[config.mk]
export PLATFORM = sky130hd
export DESIGN_NAME = wb_commit_queue
export DESIGN_NICKNAME = d
export VERILOG_FILES = /design/src/rtl/wb_commit_queue.sv
export SDC_FILE = /design/constraint.sdc
export NUM_CORES = 1
export LEC_CHECK = 0
export ABC_CLOCK_PERIOD_IN_PS = 9900
export BUFFER_PORTS_ARGS = -buffer_cell sky130_fd_sc_hd__buf_2
export CAP_MARGIN = 25
export CORE_MARGIN = 2
export CORE_UTILIZATION = 45
export CTS_CLUSTER_DIAMETER = 120
export CTS_CLUSTER_SIZE = 28
export DETAILED_ROUTE_END_ITERATION = 6
export GPL_ROUTABILITY_DRIVEN = 0
export PLACE_DENSITY = 0.78
export SKIP_CTS_REPAIR_TIMING = 1
export SLEW_MARGIN = 30
export SYNTH_ARGS = -nofsm -noshare
export SYNTH_HDL_FRONTEND = slang
export SYNTH_SLANG_ARGS = --single-unit
[constraint.sdc]
create_clock -name clk -period 9.9 [get_ports clk]
set_input_delay 1.98 -clock clk [delete_from_list [all_inputs] [get_ports clk]]
set_output_delay 1.98 -clock clk [all_outputs]
set_load 0.02 [all_outputs]
[src/rtl/wb_commit_queue.sv]
//==============================================================================
// Module   : wb_commit_queue
// Brief    : In-order writeback commit queue between MEM and RF/CSR, with
//            rf_ready back-pressure, exception/flush discard and optional
//            result forwarding (enabled by defining WB_FORWARD_EN).
// Revision : 1.0 - initial release
//==============================================================================
`default_nettype none

module wb_commit_queue #(
    parameter int DEPTH  = 4,
    parameter int DATA_W = 32
) (
    input  logic              clk,
    input  logic              rstn,
    input  logic              in_valid,
    output logic              W_allowin,
    input  logic [DATA_W-1:0] in_pc,
    input  logic [DATA_W-1:0] in_result,
    input  logic [DATA_W-1:0] in_vaddr,
    input  logic              in_gr_we,
    input  logic [4:0]        in_dest,
    input  logic              in_ex,
    input  logic [7:0]        in_ecode,
    input  logic              in_esubcode,
    input  logic              in_csr_we,
    input  logic [13:0]       in_csr_addr,
    input  logic [DATA_W-1:0] in_csr_wmask,
    input  logic [DATA_W-1:0] in_csr_wdata,
    input  logic              ex_en,
    input  logic              rf_ready,
    output logic              rf_we,
    output logic [4:0]        rf_waddr,
    output logic [DATA_W-1:0] rf_wdata,
    output logic              csr_ex,
    output logic [7:0]        csr_ecode,
    output logic              csr_esubcode,
    output logic              csr_we,
    output logic [13:0]       csr_addr,
    output logic [DATA_W-1:0] csr_wmask,
    output logic [DATA_W-1:0] csr_wdata,
    output logic [DATA_W-1:0] csr_pc,
    output logic [DATA_W-1:0] csr_vaddr,
    input  logic [4:0]        fwd_raddr0,
    input  logic [4:0]        fwd_raddr1,
    output logic              fwd_hit0,
    output logic              fwd_hit1,
    output logic [DATA_W-1:0] fwd_data0,
    output logic [DATA_W-1:0] fwd_data1,
    output logic [31:0]       debug_wb_pc,
    output logic [3:0]        debug_wb_rf_we,
    output logic [4:0]        debug_wb_rf_wnum,
    output logic [31:0]       debug_wb_rf_wdata
);

    localparam int c_PTR_W = $clog2(DEPTH);
    localparam int c_CNT_W = c_PTR_W + 1;
    localparam logic [c_CNT_W-1:0] c_DEPTH_CNT = c_CNT_W'(DEPTH);

    logic [c_PTR_W-1:0] r_head;
    logic [c_PTR_W-1:0] r_tail;
    logic [c_CNT_W-1:0] r_count;
    logic [DEPTH-1:0]   r_valid;

    logic [DATA_W-1:0] r_pc       [DEPTH];
    logic [DATA_W-1:0] r_result   [DEPTH];
    logic [DATA_W-1:0] r_vaddr    [DEPTH];
    logic              r_gr_we    [DEPTH];
    logic [4:0]        r_dest     [DEPTH];
    logic              r_ex       [DEPTH];
    logic [7:0]        r_ecode    [DEPTH];
    logic              r_esubcode [DEPTH];
    logic              r_csr_we   [DEPTH];
    logic [13:0]       r_csr_addr [DEPTH];
    logic [DATA_W-1:0] r_csr_wmask[DEPTH];
    logic [DATA_W-1:0] r_csr_wdata[DEPTH];

    logic w_nonempty;
    logic w_head_gr;
    logic w_commit;
    logic w_flush_commit;
    logic w_push;

    assign w_nonempty     = (r_count != '0);
    assign w_head_gr      = r_gr_we[r_head] & ~r_ex[r_head];
    // Exception heads never touch the RF, so they commit regardless of rf_ready.
    assign w_commit       = w_nonempty & (~w_head_gr | rf_ready);
    assign w_flush_commit = w_commit & r_ex[r_head];
    assign W_allowin      = (r_count < c_DEPTH_CNT);
    assign w_push         = in_valid & W_allowin & ~ex_en & ~w_flush_commit;

    always_ff @(posedge clk or negedge rstn) begin
        if (!rstn) begin
            r_head  <= '0;
            r_tail  <= '0;
            r_count <= '0;
            r_valid <= '0;
        end else if (ex_en || w_flush_commit) begin
            r_head  <= r_tail;
            r_count <= '0;
            r_valid <= '0;
        end else begin
            if (w_push) begin
                r_tail          <= r_tail + 1'b1;
                r_valid[r_tail] <= 1'b1;
            end
            if (w_commit) begin
                r_head          <= r_head + 1'b1;
                r_valid[r_head] <= 1'b0;
            end
            case ({w_push, w_commit})
                2'b10:   r_count <= r_count + 1'b1;
                2'b01:   r_count <= r_count - 1'b1;
                default: r_count <= r_count;
            endcase
        end
    end

    // Payload storage needs no reset: every read is qualified by count/valid.
    always_ff @(posedge clk) begin
        if (w_push) begin
            r_pc[r_tail]        <= in_pc;
            r_result[r_tail]    <= in_result;
            r_vaddr[r_tail]     <= in_vaddr;
            r_gr_we[r_tail]     <= in_gr_we;
            r_dest[r_tail]      <= in_dest;
            r_ex[r_tail]        <= in_ex;
            r_ecode[r_tail]     <= in_ecode;
            r_esubcode[r_tail]  <= in_esubcode;
            r_csr_we[r_tail]    <= in_csr_we;
            r_csr_addr[r_tail]  <= in_csr_addr;
            r_csr_wmask[r_tail] <= in_csr_wmask;
            r_csr_wdata[r_tail] <= in_csr_wdata;
        end
    end

    assign rf_we        = w_commit & w_head_gr;
    assign csr_ex       = w_commit & r_ex[r_head];
    assign csr_we       = w_commit & r_csr_we[r_head] & ~r_ex[r_head];
    assign rf_waddr     = w_nonempty ? r_dest[r_head]      : '0;
    assign rf_wdata     = w_nonempty ? r_result[r_head]    : '0;
    assign csr_ecode    = w_nonempty ? r_ecode[r_head]     : '0;
    assign csr_esubcode = w_nonempty ? r_esubcode[r_head]  : 1'b0;
    assign csr_addr     = w_nonempty ? r_csr_addr[r_head]  : '0;
    assign csr_wmask    = w_nonempty ? r_csr_wmask[r_head] : '0;
    assign csr_wdata    = w_nonempty ? r_csr_wdata[r_head] : '0;
    assign csr_pc       = w_nonempty ? r_pc[r_head]        : '0;
    assign csr_vaddr    = w_nonempty ? r_vaddr[r_head]     : '0;

    assign debug_wb_pc       = 32'(csr_pc);
    assign debug_wb_rf_we    = {4{rf_we}};
    assign debug_wb_rf_wnum  = rf_waddr;
    assign debug_wb_rf_wdata = 32'(rf_wdata);

`ifdef WB_FORWARD_EN
    logic [c_PTR_W-1:0] w_fwd_idx;

    // Walk from oldest to youngest so the youngest match wins.
    always_comb begin
        fwd_hit0  = 1'b0;
        fwd_hit1  = 1'b0;
        fwd_data0 = '0;
        fwd_data1 = '0;
        w_fwd_idx = r_head;
        for (int k = 0; k < DEPTH; k++) begin
            w_fwd_idx = r_head + c_PTR_W'(k);
            if (r_valid[w_fwd_idx] && r_gr_we[w_fwd_idx] && !r_ex[w_fwd_idx]) begin
                if ((fwd_raddr0 != 5'd0) && (r_dest[w_fwd_idx] == fwd_raddr0)) begin
                    fwd_hit0  = 1'b1;
                    fwd_data0 = r_result[w_fwd_idx];
                end
                if ((fwd_raddr1 != 5'd0) && (r_dest[w_fwd_idx] == fwd_raddr1)) begin
                    fwd_hit1  = 1'b1;
                    fwd_data1 = r_result[w_fwd_idx];
                end
            end
        end
    end
`else
    logic w_unused_fwd;
    assign w_unused_fwd = ^{fwd_raddr0, fwd_raddr1, r_valid};
    assign fwd_hit0     = 1'b0;
    assign fwd_hit1     = 1'b0;
    assign fwd_data0    = '0;
    assign fwd_data1    = '0;
`endif

endmodule

`default_nettype wire

# Yosys cells after proc, flatten, opt, wreduce, memory -nomap -nowiden
# Memory sizes are Yosys's and may differ from the RTL's.
# Index checks and enable logic that the tools add are counted.
word_totals:
  register_bits: 7
  mem_bits_rw: 764
  wordCells: 57
  mem_count: 12
memory_table:
  columns: ["memory", "depth", "width", "read_ports", "rd_clocked_by_memory_dff", "wr", "line", "source"]
  rows:
  - ["r_csr_wdata", 4, 32, 1, 0, 1, "76", "logic [DATA_W-1:0] r_csr_wdata[DEPTH];"]
  - ["r_csr_wmask", 4, 32, 1, 0, 1, "75", "logic [DATA_W-1:0] r_csr_wmask[DEPTH];"]
  - ["r_pc", 4, 32, 1, 0, 1, "65", "logic [DATA_W-1:0] r_pc [DEPTH];"]
  - ["r_result", 4, 32, 1, 0, 1, "66", "logic [DATA_W-1:0] r_result [DEPTH];"]
  - ["r_vaddr", 4, 32, 1, 0, 1, "67", "logic [DATA_W-1:0] r_vaddr [DEPTH];"]
  - ["r_csr_addr", 4, 14, 1, 0, 1, "74", "logic [13:0] r_csr_addr [DEPTH];"]
  - ["6 more memories", null, null, null, null, null, null, null]
classes:
  addsub: 4
  magnitude_cmp: 1
  eq_ne: 2
  muxes: 15
  bitwise: 15
  reduce_logical: 5
op_table:
  columns: ["op", "n"]
  rows:
  - ["32-bit 2-to-1 mux", 5]
  - ["14-bit 2-to-1 mux", 1]
  - ["1-bit AND", 9]
  - ["8-bit 2-to-1 mux", 1]
  - ["3-bit case mux with 2 select lines", 1]
  - ["3-bit nonzero test", 2]
  - ["5-bit 2-to-1 mux", 1]
  - ["1-bit NOT", 5]
  - ["2-bit by 1-bit adder with 2-bit output, second input constant", 2]
  - ["2-bit 2-to-1 mux", 2]
  - ["3-bit by 1-bit adder with 3-bit output, second input constant", 1]
  - ["3-bit less-than comparator, second input constant", 1]
  - ["1-bit 2-to-1 mux", 3]
  - ["3-bit 2-to-1 mux", 1]
  - ["3-bit by 1-bit subtractor with 3-bit output, second input constant", 1]
  - ["2-bit by 1-bit equality test with 1-bit output, second input constant", 1]
  - ["2-bit equality test, second input constant", 1]
  - ["2-bit AND reduction", 1]
  - ["2-bit nonzero test", 1]
  - ["1-bit logical OR", 1]
  - ["1-bit OR", 1]

# Depth between registers and ports, before layout
# An unclocked memory read counts as a cell.
logic_depth:
  word_depth: 12
  ltp_mapped: 10
  ltp_nobuf: 9

# Least setup slack after synthesis
# No wires, ideal clock.
synth_timing:
  path_kind: "input to register"
  startpoint: "input ex_en"
  endpoint: "memory r_csr_addr[0][0], enable pin"
  setup_ps: 576
  arrival_time_ps: 7238
  required_time_ps: 9324
  slack_ps: 2087
  stages: 4
  n_path_buf: 1
  cell_sequence: "clkbuf_1 > or3b_2 > nor2_4 > and2_1"
synth_via:
  elab_chain_len: 5
synth_lines:
  columns: ["element", "line", "source"]
  rows:
  - ["start: declaration", "30", "input logic ex_en,"]
  - ["1-bit NOT", "90", "assign w_push = in_valid & W_allowin & ~ex_en & ~w_flush_commit;"]
  - ["1-bit AND (2 in series)", "90", null]
  - ["1-bit 2-to-1 mux", "121", "if (w_push) begin"]
  - ["1-bit 2-to-1 mux (not written as such)", "131", "r_csr_addr[r_tail] <= in_csr_addr;"]
  - ["end: declaration", "74", null]
# No other way between the ends.

# Final worst setup path
layout_timing:
  startpoint: "register r_head[1]"
  endpoint: "output debug_wb_rf_we[1]"
layout_via:
  elab_chain_len: 7
layout_lines:
  columns: ["element", "line", "source"]
  rows:
  - ["start: declaration", "60", "logic [c_PTR_W-1:0] r_head;"]
  - ["start signal: assignment", "99", "r_head <= r_tail;"]
  - ["start signal: assignment", "108", "r_head <= r_head + 1'b1;"]
  - ["memory 4 x 1 bit", null, null]
  - ["1-bit NOT", "85", "assign w_head_gr = r_gr_we[r_head] & ~r_ex[r_head];"]
  - ["1-bit AND *", "85", null]
  - ["1-bit NOT", "87", "assign w_commit = w_nonempty & (~w_head_gr | rf_ready);"]
  - ["1-bit OR", "87", null]
  - ["1-bit AND", "87", null]
  - ["1-bit AND *", "137", "assign rf_we = w_commit & w_head_gr;"]
  - ["end: declaration", "51", "output logic [3:0] debug_wb_rf_we,"]
# Every way passes the cells marked *; elsewhere a longest branch is shown, timed or not.

==> reports/metrics.yaml <==
routing:
  dr.pass1.iters: 5
  route.vias.total: 14100
  route.detailed.drc: 0
  first_iter_violations: 1035
  antenna_left: 0
  routedWlPerCell_um: 22.3
  drt-total-wl_um: 60100
  viasPerCell: 5.24
synthesis:
  async_flop_share_pct: 0.908
  ys_ff_latch: 771
  synth_cell_types: 40
  ys_seq_area_share_pct: 76.2
  synth_area_leaders: "edfxtp_1 (76%), mux4_2 (14%), and2_1 (4.0%)"
  ys_dominant_reg_cell: "edfxtp_1"
  avgSynthCellArea_sq_um: 21.5
  syn_area_sq_um: 30300
  syn-instance-count: 1412
  yosys_warnings: 0
  synth_common_cells: "edfxtp_1 (764), and2_1 (194), mux4_2 (190)"
  yosys.area.top_type: "edfxtp_1"
  synth_top_area_share_pct: 75.6
  synth_edf_count: 764
  yosysMostFrequentCell: "edfxtp_1"
sta:
  rsz0062_at_grt: "no"
  finalSetupViolCount: 0
  max_freq_mhz: 169
  tns_ns: 0
  post-route-min-period_ns: 5.91
  post-route-period-util_pct: 59.7
  finClkSkew_ns: 0.0304
  drv_slew: 0
  slew_headroom_pct: 36.4
  finalHoldViolCount: 0
  worst_slew_pin_slew_ns: 0.954
pwr:
  internal_power_mw: 6.08
  p_per_area_nw_per_um2: 277
  clockPowerShare_pct: 16.4
  p_leak_nw: 11.9
  peakVddDrop_uv: 212
  p_sw_mw: 3.31
  finalPower_mw: 9.39
  p_seq_share_pct: 44.5
  sw_frac_of_total_pct: 35.3
  pwr-share-comb_pct: 39.1
floorplan:
  start_util_pct: 45.3
  die_w_um: 264
  core_sq_um: 66900
  fp-row-count: 95
  ios: 537
  chipHeight_um: 264
  dieArea_sq_um: 69500
clock_network:
  cts-root-buf: "clkbuf_16"
  h-tree-depth: 1
  tritoncts: "yes"
  path_clk_slew_ns: 0.11
  cts_made_buffers: 31
  clock-sinks: 771
  cts_buffer_depth: 3
  clk_latency_ns: 0.66
setup_path:
  critical_path_arrival_ns: 3.93
  slowest_delay_ns: 1.01
  required_ns: 7.92
  cp_slowest_cell: "dfrtp_4"
  cp_max_fo: 140
  start_kind: "flip-flop"
  end_kind: "primary output"
  path_buf_inv: 2
  path_cells: "buf_12 -> mux4_2 -> nor3_4 -> o211a_1 -> buf_2"
  path_class: "reg -> out"
  path_delay_family: "flip-flops"
placement:
  hpwl_um: 36200
  port_buffers: 460
flow_run:
  max_cap_violations: 0
global_routing:
  grt_remaining_overflow: 0
  grt_max_degree: 149
  grt_usage_pct: 16.8
  antenna_found_initial: 22
  grt_pass1_vias: 14900
  grt_first_pass_wirelength_um: 90100
cells_and_area:
  drive_gt1_share_pct: 39.7
  area_delta_synth_final_pct: 11.6
  nets: 1993
outcome:
  outcome: "finished, final reports clean"
min_path:
  min_path_type: "reg -> reg"
## cell usage in the layout (no fill, tap or decap), drive strengths merged
| cell type | n |
|---|---|
| clkbuf | 55 |
| a41oi | 1 |
| dfrtp | 7 |
| nor3b | 1 |
| nand3 | 8 |
| nand3b | 1 |
| o21ai | 2 |
| ha | 4 |
| diode | 12 |
| or3 | 2 |
| nand2b | 1 |
| nor3 | 2 |
| o211a | 1 |
| fa | 1 |
| mux4 | 190 |
| mux2 | 2 |
| mux2i | 2 |
| xnor2 | 2 |
| edfxtp | 764 |
| nor2 | 6 |
| or3b | 1 |
| o22a | 1 |
| o41a | 1 |
| conb | 66 |
| a21oi | 2 |
| inv | 6 |
| and2 | 194 |
| o2bb2ai | 1 |
| nand2 | 2 |
| a2bb2oi | 1 |
| buf | 477 |
| clkinv | 1 |
| a21o | 2 |
## worst paths after layout
check	start	endpoint	slack, ns	cells after the start
setup / recovery	r_head[1]	debug_wb_rf_we[1]	3.99	5
hold / removal	r_tail[1]	r_head[1]	0.59	1
setup reg to reg	r_head[1]	r_csr_wmask[1][24]	5.26	7
hold reg to reg	r_tail[1]	r_head[1]	0.59	1
max in group asynchronous	rstn	r_head[0]	8.55	1
min in group asynchronous	rstn	r_head[1]	1.14	1
## sequential cells by signal, indices dropped and copies added (netlist names)
signal / count
r_result: 128
r_ecode: 32
r_csr_we: 4
r_ex: 4
r_dest: 20
r_head: 2
r_csr_wdata: 128
r_count: 3
r_csr_addr: 56
r_csr_wmask: 128
r_tail: 2
r_gr_we: 4
r_pc: 128
r_esubcode: 4
r_vaddr: 128
## power groups by stage
stage | combinational [mW] | clock (mW) | sequential [mW]
6_report | 3.67 | 1.54 | 4.17
5_1_grt | 3.92 | 1.68 | 4.21
4_1_cts | 3.74 | 1.59 | 4.18
3_5_place_dp | 3.73 | 0 | 4.26
3_3_place_gp | 3.69 | 0 | 4.22
2_1_floorplan | 2.82 | 0 | 4.22
## per-layer routing
| metal | wire, um | track usage [%] | vias to the layer above |
|---|---|---|---|
| met5 | 105 | 0 | - |
| met4 | 1770 | 5.36 | 16 |
| met3 | 3330 | 3.35 | 88 |
| met2 | 31800 | 30.3 | 451 |
| met1 | 23100 | 20.4 | 7416 |
| li1 | - | - | 6143 |
## logic make-up after synthesis
family,share of synthesized area [%]
buffers and inverters,4.44
xor gates and xnor gates,0.0577
AOI/OAI and AO/OA,0.351
adders and majority gates,0.231
muxes,14.3
and+or+nand+nor,4.47
DFF,76.2
other,0.0124
## through the flow
step	utilization [%]	std cells	instance area [sq um]	setup slack [ns]	hold slack, ns
finish	50.6	2692	33900	3.99	0.587
global route	50.6	2692	33900	3.84	0.612
CTS	50.4	2677	33800	3.92	0.596
detailed placement	49.1	2619	32900	4.67	0.572
global placement	49.1	2619	32900	4.70	0.558
floorplan	-	1477	30600	2.09	0.526
## cell type report
type	count	area (sq um)
Clock inverter	3	36.3
Inverter	4	15.0
Multi-Input combinational cell	497	6140
Antenna cell	12	30.0
Sequential cell	771	23100
Tap cell	873	1090
Timing Repair Buffer	477	2570
Fill cell	5279	33000
Clock buffer	55	866
Power figures use the tool's default switching activity.
